<file path="src/rtl/uart_rx.sv">
// UART receiver: 1 start, 8 data bits LSB-first, optional parity, 1 stop bit.
// The byte is held for the consumer behind a valid/read handshake with per-byte error flags.
module uart_rx #(
  parameter int CLKS_PER_BIT = 1
) (
  input  logic       i_Clock,
  input  logic       rst,
  input  logic       eps,
  input  logic       pen,
  input  logic       i_Rx_Serial,
  input  logic       i_Rx_Read,
  output logic [7:0] o_Rx_Byte,
  output logic       o_Rx_Valid,
  output logic       o_Rx_Busy,
  output logic       o_Parity_Err,
  output logic       o_Frame_Err,
  output logic       o_Overrun
);

  localparam int HALF = (CLKS_PER_BIT - 1) / 2;
  localparam int CW   = (CLKS_PER_BIT > 1) ? $clog2(CLKS_PER_BIT) : 1;
  localparam logic [CW-1:0] LAST   = CW'(CLKS_PER_BIT - 1);
  localparam logic [CW-1:0] HALF_C = CW'(HALF);

  typedef enum logic [2:0] {IDLE, START, DATA, PARITY, STOP, BREAK_WAIT} state_t;

  state_t        state, state_n;
  logic [1:0]    sync;
  logic          rxs;
  logic [CW-1:0] cnt, cnt_n;
  logic [2:0]    idx, idx_n;
  logic [7:0]    shift, shift_n;
  logic          perr, perr_n;
  logic          pen_l, pen_n, eps_l, eps_n;
  logic [7:0]    byte_n;
  logic          valid_n, perr_o_n, ferr_n, ovr_n;
  logic          samp;

  assign rxs       = sync[1];
  assign samp      = (cnt == LAST);
  assign o_Rx_Busy = (state != IDLE);

  // Synchroniser idles high so reset never looks like a start bit.
  always_ff @(posedge i_Clock or negedge rst) begin
    if (!rst) sync <= 2'b11;
    else      sync <= {sync[0], i_Rx_Serial};
  end

  always_ff @(posedge i_Clock or negedge rst) begin
    if (!rst) begin
      state        <= IDLE;
      cnt          <= '0;
      idx          <= '0;
      shift        <= '0;
      perr         <= 1'b0;
      pen_l        <= 1'b0;
      eps_l        <= 1'b0;
      o_Rx_Byte    <= '0;
      o_Rx_Valid   <= 1'b0;
      o_Parity_Err <= 1'b0;
      o_Frame_Err  <= 1'b0;
      o_Overrun    <= 1'b0;
    end else begin
      state        <= state_n;
      cnt          <= cnt_n;
      idx          <= idx_n;
      shift        <= shift_n;
      perr         <= perr_n;
      pen_l        <= pen_n;
      eps_l        <= eps_n;
      o_Rx_Byte    <= byte_n;
      o_Rx_Valid   <= valid_n;
      o_Parity_Err <= perr_o_n;
      o_Frame_Err  <= ferr_n;
      o_Overrun    <= ovr_n;
    end
  end

  always_comb begin
    state_n  = state;
    cnt_n    = cnt;
    idx_n    = idx;
    shift_n  = shift;
    perr_n   = perr;
    pen_n    = pen_l;
    eps_n    = eps_l;
    byte_n   = o_Rx_Byte;
    valid_n  = o_Rx_Valid;
    perr_o_n = o_Parity_Err;
    ferr_n   = o_Frame_Err;
    ovr_n    = o_Overrun;

    if (i_Rx_Read) begin
      valid_n = 1'b0;
      ovr_n   = 1'b0;
    end

    case (state)
      IDLE: begin
        if (!rxs) begin
          if (HALF == 0) begin
            pen_n   = pen;
            eps_n   = eps;
            cnt_n   = '0;
            idx_n   = '0;
            perr_n  = 1'b0;
            state_n = DATA;
          end else begin
            cnt_n   = CW'(1);
            state_n = START;
          end
        end
      end
      START: begin
        if (cnt == HALF_C) begin
          if (!rxs) begin
            pen_n   = pen;
            eps_n   = eps;
            cnt_n   = '0;
            idx_n   = '0;
            perr_n  = 1'b0;
            state_n = DATA;
          end else begin
            state_n = IDLE;
          end
        end else begin
          cnt_n = cnt + CW'(1);
        end
      end
      DATA: begin
        if (samp) begin
          cnt_n          = '0;
          shift_n[idx]   = rxs;
          idx_n          = idx + 3'd1;
          if (idx == 3'd7) state_n = pen_l ? PARITY : STOP;
        end else begin
          cnt_n = cnt + CW'(1);
        end
      end
      PARITY: begin
        if (samp) begin
          cnt_n   = '0;
          perr_n  = rxs ^ ((^shift) ^ ~eps_l);
          state_n = STOP;
        end else begin
          cnt_n = cnt + CW'(1);
        end
      end
      STOP: begin
        if (samp) begin
          cnt_n    = '0;
          byte_n   = shift;
          perr_o_n = perr;
          ferr_n   = ~rxs;
          valid_n  = 1'b1;
          // A coincident read consumes the old byte, so no overrun.
          if (o_Rx_Valid && !i_Rx_Read) ovr_n = 1'b1;
          state_n  = rxs ? IDLE : BREAK_WAIT;
        end else begin
          cnt_n = cnt + CW'(1);
        end
      end
      BREAK_WAIT: begin
        if (rxs) state_n = IDLE;
      end
      default: state_n = IDLE;
    endcase
  end

endmodule

</file>
<file path="config.mk">
export PLATFORM = sky130hd
export DESIGN_NAME = uart_rx
export DESIGN_NICKNAME = d
export VERILOG_FILES = /design/src/rtl/uart_rx.sv
export SDC_FILE = /design/constraint.sdc
export NUM_CORES = 1
export LEC_CHECK = 0
export BUFFER_PORTS_ARGS = -buffer_cell sky130_fd_sc_hd__buf_2
export CORE_AREA = 2 2 56 58
export CTS_CLUSTER_SIZE = 28
export DETAILED_ROUTE_END_ITERATION = 16
export DIE_AREA = 0 0 58 60
export PLACE_DENSITY = 0.7
export SYNTH_ARGS = -nofsm -noshare
export SYNTH_HDL_FRONTEND = slang
export SYNTH_SLANG_ARGS = --single-unit
</file>
<file path="constraint.sdc">
create_clock -name i_Clock -period 3.6 [get_ports i_Clock]
set_clock_uncertainty 0.2 [all_clocks]
set_input_delay 0.72 -clock i_Clock [delete_from_list [all_inputs] [get_ports i_Clock]]
set_output_delay 0.72 -clock i_Clock [all_outputs]
set_load 0.05 [all_outputs]
</file>
Yosys cells after proc, flatten, opt, wreduce, memory -nomap -nowiden
Cells that the tools add are included.

storage, ports and cells
  register bits after elaboration = 32
  logic and storage cells = 91

cells by class
  $add $sub $neg = 2
  order comparisons = 2
  equality and inequality tests = 13
  muxes and demuxes = 38
  bitwise operators = 5
  reductions and logical operators = 18

operators by type and width
  cell                   count
  $mux W3                12
  $pmux W3 S6            1
  $mux W1                17
  $ne A2 B2 Y1 const B   7
  $eq A3 B3 Y1 const B   3
  $pmux W3 S3            1
  $reduce_bool A3 Y1     3
  $bwmux W8              1
  $reduce_and A2 Y1      4
  $reduce_xor A8 Y1      1
  $reduce_and A7 Y1      1
  $eq A3 B2 Y1 const B   2
  $pmux W1 S2            3
  $reduce_and A3 Y1      2
  $lt A3 B4 Y1 const B   1
  $reduce_bool A2 Y1     2
  $reduce_or A4 Y1       1
  $add A3 B1 Y3 const B  1
  $demux W1 S3           1
  $eq A3 B1 Y1 const B   1
  $ge A3 B1 Y1 const B   1
  $logic_not A3 Y1       1
  $not A1 Y1             3
  $pmux W1 S3            1
  5 further kinds        7

Logic depth before layout (Yosys ltp)
  depth in word-level cells = 5
  depth in mapped cells = 5
  gate-level depth less buffers = 5

Least setup slack after synthesis
Ideal clock, no wire load.

  path kind = register to output
  from = reg state[0]
  to = out o_Rx_Busy
  arrival = 1.149 ns
  data required time = 2.680 ns
  slack = 1.531 ns
  cell stages (with the launch flop) = 3
  buffers on the path = 1
  path through = dfrtp_1 -> buf_6 -> or3_1

between the ends
  cells in the longest elaborated chain, start to end = 1

ends and longest elaborated chain
  item                      RTL line  RTL
  start: declaration        27        state_t state, state_n;
  start signal: assignment  64        state <= state_n;
  $reduce_bool A3 Y1        41        assign o_Rx_Busy = (state != IDLE);
  end: declaration          14        output logic o_Rx_Busy,

No other way between the ends.

Worst setup path after layout
Ends and elaborated chain as after synthesis.

==> results_tabular.tex <==
\begin{tabular}{lr}
\hline
Metric & Value \\
\hline
\multicolumn{2}{l}{\textbf{Worst setup path}} \\
\quad CP endpoint kind & output port \\
\quad Register-to-Register Path Depth & 5 \\
\quad FF-to-FF End & perr \\
\quad Cell family contributing the most delay on the critical path & flip-flops \\
\quad WS Path Type & register to output port \\
\quad Buffers and inverters on the worst path & 1 \\
\quad Slowest cell on the critical path & sky130\_fd\_sc\_hd\_\_dfrtp\_1 \\
\quad Ordered cell list for the critical path & or3\_1 > buf\_2 \\
\quad Startpoint type of the worst setup path & register \\
\quad Critical R2R Launch & shift[2] \\
\quad Flop-to-flop setup slack & about 1.8 ns \\
\quad Critical Path RT & around 2.7 ns \\
\quad Max Fanout on Critical Path & 14 \\
\quad Arrival time of the worst setup path & $\sim$1.5 ns \\
\quad First element of the critical path & state[0] \\
\quad CP peak stage delay & 0.54 ns \\
\multicolumn{2}{l}{\textbf{Yosys}} \\
\quad Most frequently used cell type in the post-synthesis netlist & sky130\_fd\_sc\_hd\_\_nand2\_1 \\
\quad Post-synthesis cell area & around 1400 µm² \\
\quad Share of Yosys cell area claimed by the top area cell type & about half \\
\quad Syn\_area\_per\_cell & about 10 µm² \\
\quad Yosys reg bits & 31 \\
\quad Share of the yosys chip area belonging to registers & a little under three fifths \\
\quad Number of distinct library cell variants in the gate-level netlist after synthesis & 27 \\
\quad Cell types occupying the most area after synthesis & sky130\_fd\_sc\_hd\_\_dfrtp\_1, sky130\_fd\_sc\_hd\_\_nand2\_1, sky130\_fd\_sc\_hd\_\_mux2\_2 \\
\quad Syn Inst Count & about 140 \\
\quad Ranking of synthesized cells by instance count & sky130\_fd\_sc\_hd\_\_nand2\_1, sky130\_fd\_sc\_hd\_\_dfrtp\_1, sky130\_fd\_sc\_hd\_\_mux2\_2 \\
\quad Primary flip-flop cell chosen by synthesis mapping & sky130\_fd\_sc\_hd\_\_dfrtp\_1 \\
\quad Synthesized net count & 145 \\
\quad Number of enable flip-flop cells after synthesis & 0 \\
\quad Ys async rst share & between 90\% and 100\% \\
\quad Cell accounting for the most synthesized area & sky130\_fd\_sc\_hd\_\_dfrtp\_1 \\
\quad Count of warnings emitted by yosys & 0 \\
\multicolumn{2}{l}{\textbf{Routing}} \\
\quad Ratio of routed vias to standard cells & slightly above 5 \\
\quad Overall via count from detail\_route & between 900 and 1000 \\
\quad Number of iterations in the first detailed-routing pass & 4 \\
\quad Wirelength, routed & 2.315 mm \\
\quad Remaining routing DRC violations & 0 \\
\quad Average wire per cell in the routed design & $\sim$12 µm \\
\quad Starting DRC count in detailed routing & 31 \\
\quad Remaining number of nets flagged by the antenna check after routing & 0 \\
\multicolumn{2}{l}{\textbf{Global routing}} \\
\quad Total global routing overflow & 0 \\
\quad Wire length of the first global-routing pass & 4.105 mm \\
\quad Vias in the first global route & 873 \\
\quad Largest net degree at the start of global routing & 32 \\
\quad Number of antenna violations at the first check in global routing & 0 \\
\quad All-layer global routing usage & 16.07\% \\
\multicolumn{2}{l}{\textbf{STA}} \\
\quad Setup violators final & 0 \\
\quad Headroom to the max-slew limit & about 56\% \\
\quad Number of hold-slack violations in the final timing report & 0 \\
\quad Worst setup slack after layout & 1.188 ns \\
\quad Fmax & between 400 and 500 MHz \\
\quad RSZ-0062 raised after global routing & no \\
\quad Final Slew Violations & 0 \\
\quad Final hold slack & about 0.16 ns \\
\quad Setup TNS & 0 ns \\
\quad Final clock period utilization by the worst path & between 60\% and 70\% \\
\quad Shortest clock period the worst path allows after layout & 2.412 ns \\
\quad Slew of the pin with the lowest slew margin & 0.6645 ns \\
\multicolumn{2}{l}{\textbf{Clocking}} \\
\quad CTS Root Cell & sky130\_fd\_sc\_hd\_\_clkbuf\_4 \\
\quad Total clock buffers created by CTS & 5 \\
\quad Latest clock arrival within the worst-skew pair & between 0.3 and 0.4 ns \\
\quad Number of sinks handled by clock tree synthesis & 31 \\
\quad Max clock buf depth & 2 \\
\quad Count of buffers added by post-CTS timing repair for setup & 0 \\
\quad Worst-path clk slew & roughly 0.09 ns \\
\quad Clock tree from TritonCTS & built \\
\quad Number of gates resized after cts & 0 \\
\quad H-Tree Level Count & 2 \\
\quad Number of hold buffers added after CTS & 0 \\
\multicolumn{2}{l}{\textbf{Placed design}} \\
\quad Routability congestion estimate & 0.8337 \\
\quad Placed Cells incl. Taps & between 150 and 200 \\
\quad Port Buf Inserts & 18 \\
\quad HPWL reported at the end of detailed placement & about 1.6 mm \\
\quad Cell Area, Placed & about 1500 µm² \\
\quad Setup WS pre-CTS & 1.545 ns \\
\multicolumn{2}{l}{\textbf{Layout}} \\
\quad Final std cell area, no fill & $\sim$1600 µm² \\
\quad Non-filler cells in the finished layout & approximately 190 \\
\quad Nets & roughly 170 \\
\quad Layout filler cell count & between 200 and 300 \\
\quad Ant. Diodes & 0 \\
\quad Fraction of layout cells with a size suffix above 1 & about a quarter \\
\quad Final Util & a little over half \\
\quad Layout overhead on the synthesized area & 11.79\% \\
\multicolumn{2}{l}{\textbf{Job}} \\
\quad Max\_cap viols & 0 \\
\multicolumn{2}{l}{\textbf{Hold path}} \\
\quad Hold Path Depth & 0 \\
\quad Min-delay worst type & register to register \\
\quad Start point of the worst hold path & sync[0] \\
\quad Worst hold path endpoint & sync[1] \\
\multicolumn{2}{l}{\textbf{Power}} \\
\quad Maximum VDD drop & about 0.58 mV \\
\quad Leakage & approximately 0.76 nW \\
\quad Power density over the cells & approximately 1000 nW/µm² \\
\quad Power Total & $\sim$1.6 mW \\
\multicolumn{2}{l}{\textbf{Floorplan}} \\
\quad Horizontal die dimension & 58 µm \\
\quad Y dimension of the die & roughly 60 µm \\
\quad Effective utilization at floorplan & about half \\
\quad Floorplan die area & $\sim$3500 µm² \\
\quad Total I/O pin count & 19 \\
\quad Num rows & 20 \\
\quad Floorplan core area & 2903 µm² \\
\multicolumn{2}{l}{\textbf{Run status}} \\
\quad Outcome & finished clean \\
\hline
\end{tabular}
## cells by family after synthesis
logic type | share of synthesized area [%]
DFF | 55.54
and+or+nand+nor | 20.36
buffers and inverters | 3.303
AOI/OAI and AO/OA | 6.429
adders and majority gates | 1.785
xor gates and xnor gates | 5.357
muxes | 7.232
## flip-flops by register name, summed over array words and instances, names as in the netlist
signal and flops:
eps_l 1, idx 3, o_Frame_Err 1, o_Overrun 1, o_Parity_Err 1, o_Rx_Byte 8
o_Rx_Valid 1, pen_l 1, perr 1, shift 8, state 3, sync 2
## where the power goes
part / leakage (nW) / internal [mW] / switching [mW]
combinational: 0.342 / 0.310 / 0.446
clock: 0.0386 / 0.115 / 0.111
sequential: 0.383 / 0.488 / 0.128
total: 0.764 / 0.913 / 0.685
## worst max-delay path by stage
stage | endpoint | slack (ns) | depth (start not counted)
floorplan | o_Rx_Busy | 1.53 | 2
global placement | o_Rx_Busy | 1.56 | 2
detailed placement | o_Rx_Busy | 1.54 | 2
CTS | o_Rx_Busy | 1.18 | 2
global route | o_Rx_Busy | 1.12 | 2
finish | o_Rx_Busy | 1.19 | 2
## area by class of cell
cell class	count	area (µm²)	share of cell area, %
flip-flops and latches	31	778.2	49.68
inverters	3	11.26	0.7189
well taps	33	41.29	2.636
multi-input cells	98	576.8	36.82
clock buffers	8	68.82	4.393
repair buffers	18	90.09	5.751
## cells in the final DEF, fill, tap and decap left out, types with 4 or more instances in the layout
master / n
sky130_fd_sc_hd__nand2_1: 41
sky130_fd_sc_hd__dfrtp_1: 29
sky130_fd_sc_hd__buf_2: 18
sky130_fd_sc_hd__mux2_2: 9
sky130_fd_sc_hd__nor2_1: 8
sky130_fd_sc_hd__o21ai_0: 8
sky130_fd_sc_hd__xnor2_1: 5
sky130_fd_sc_hd__clkbuf_4: 5
sky130_fd_sc_hd__a21oi_1: 4
sky130_fd_sc_hd__nand3_1: 4
## layer usage
layer / vias to the layer above / part of all wire, % / track usage [%]
li1: 499 / - / -
met1: 463 / 49 / 21.06
met2: 19 / 45 / 24.35
met3: 5 / 4.7 / 4.113
met4: 0 / 1.7 / 8.970
met5: - / 0 / 0
Note: power is estimated with default switching activity, not from simulation.
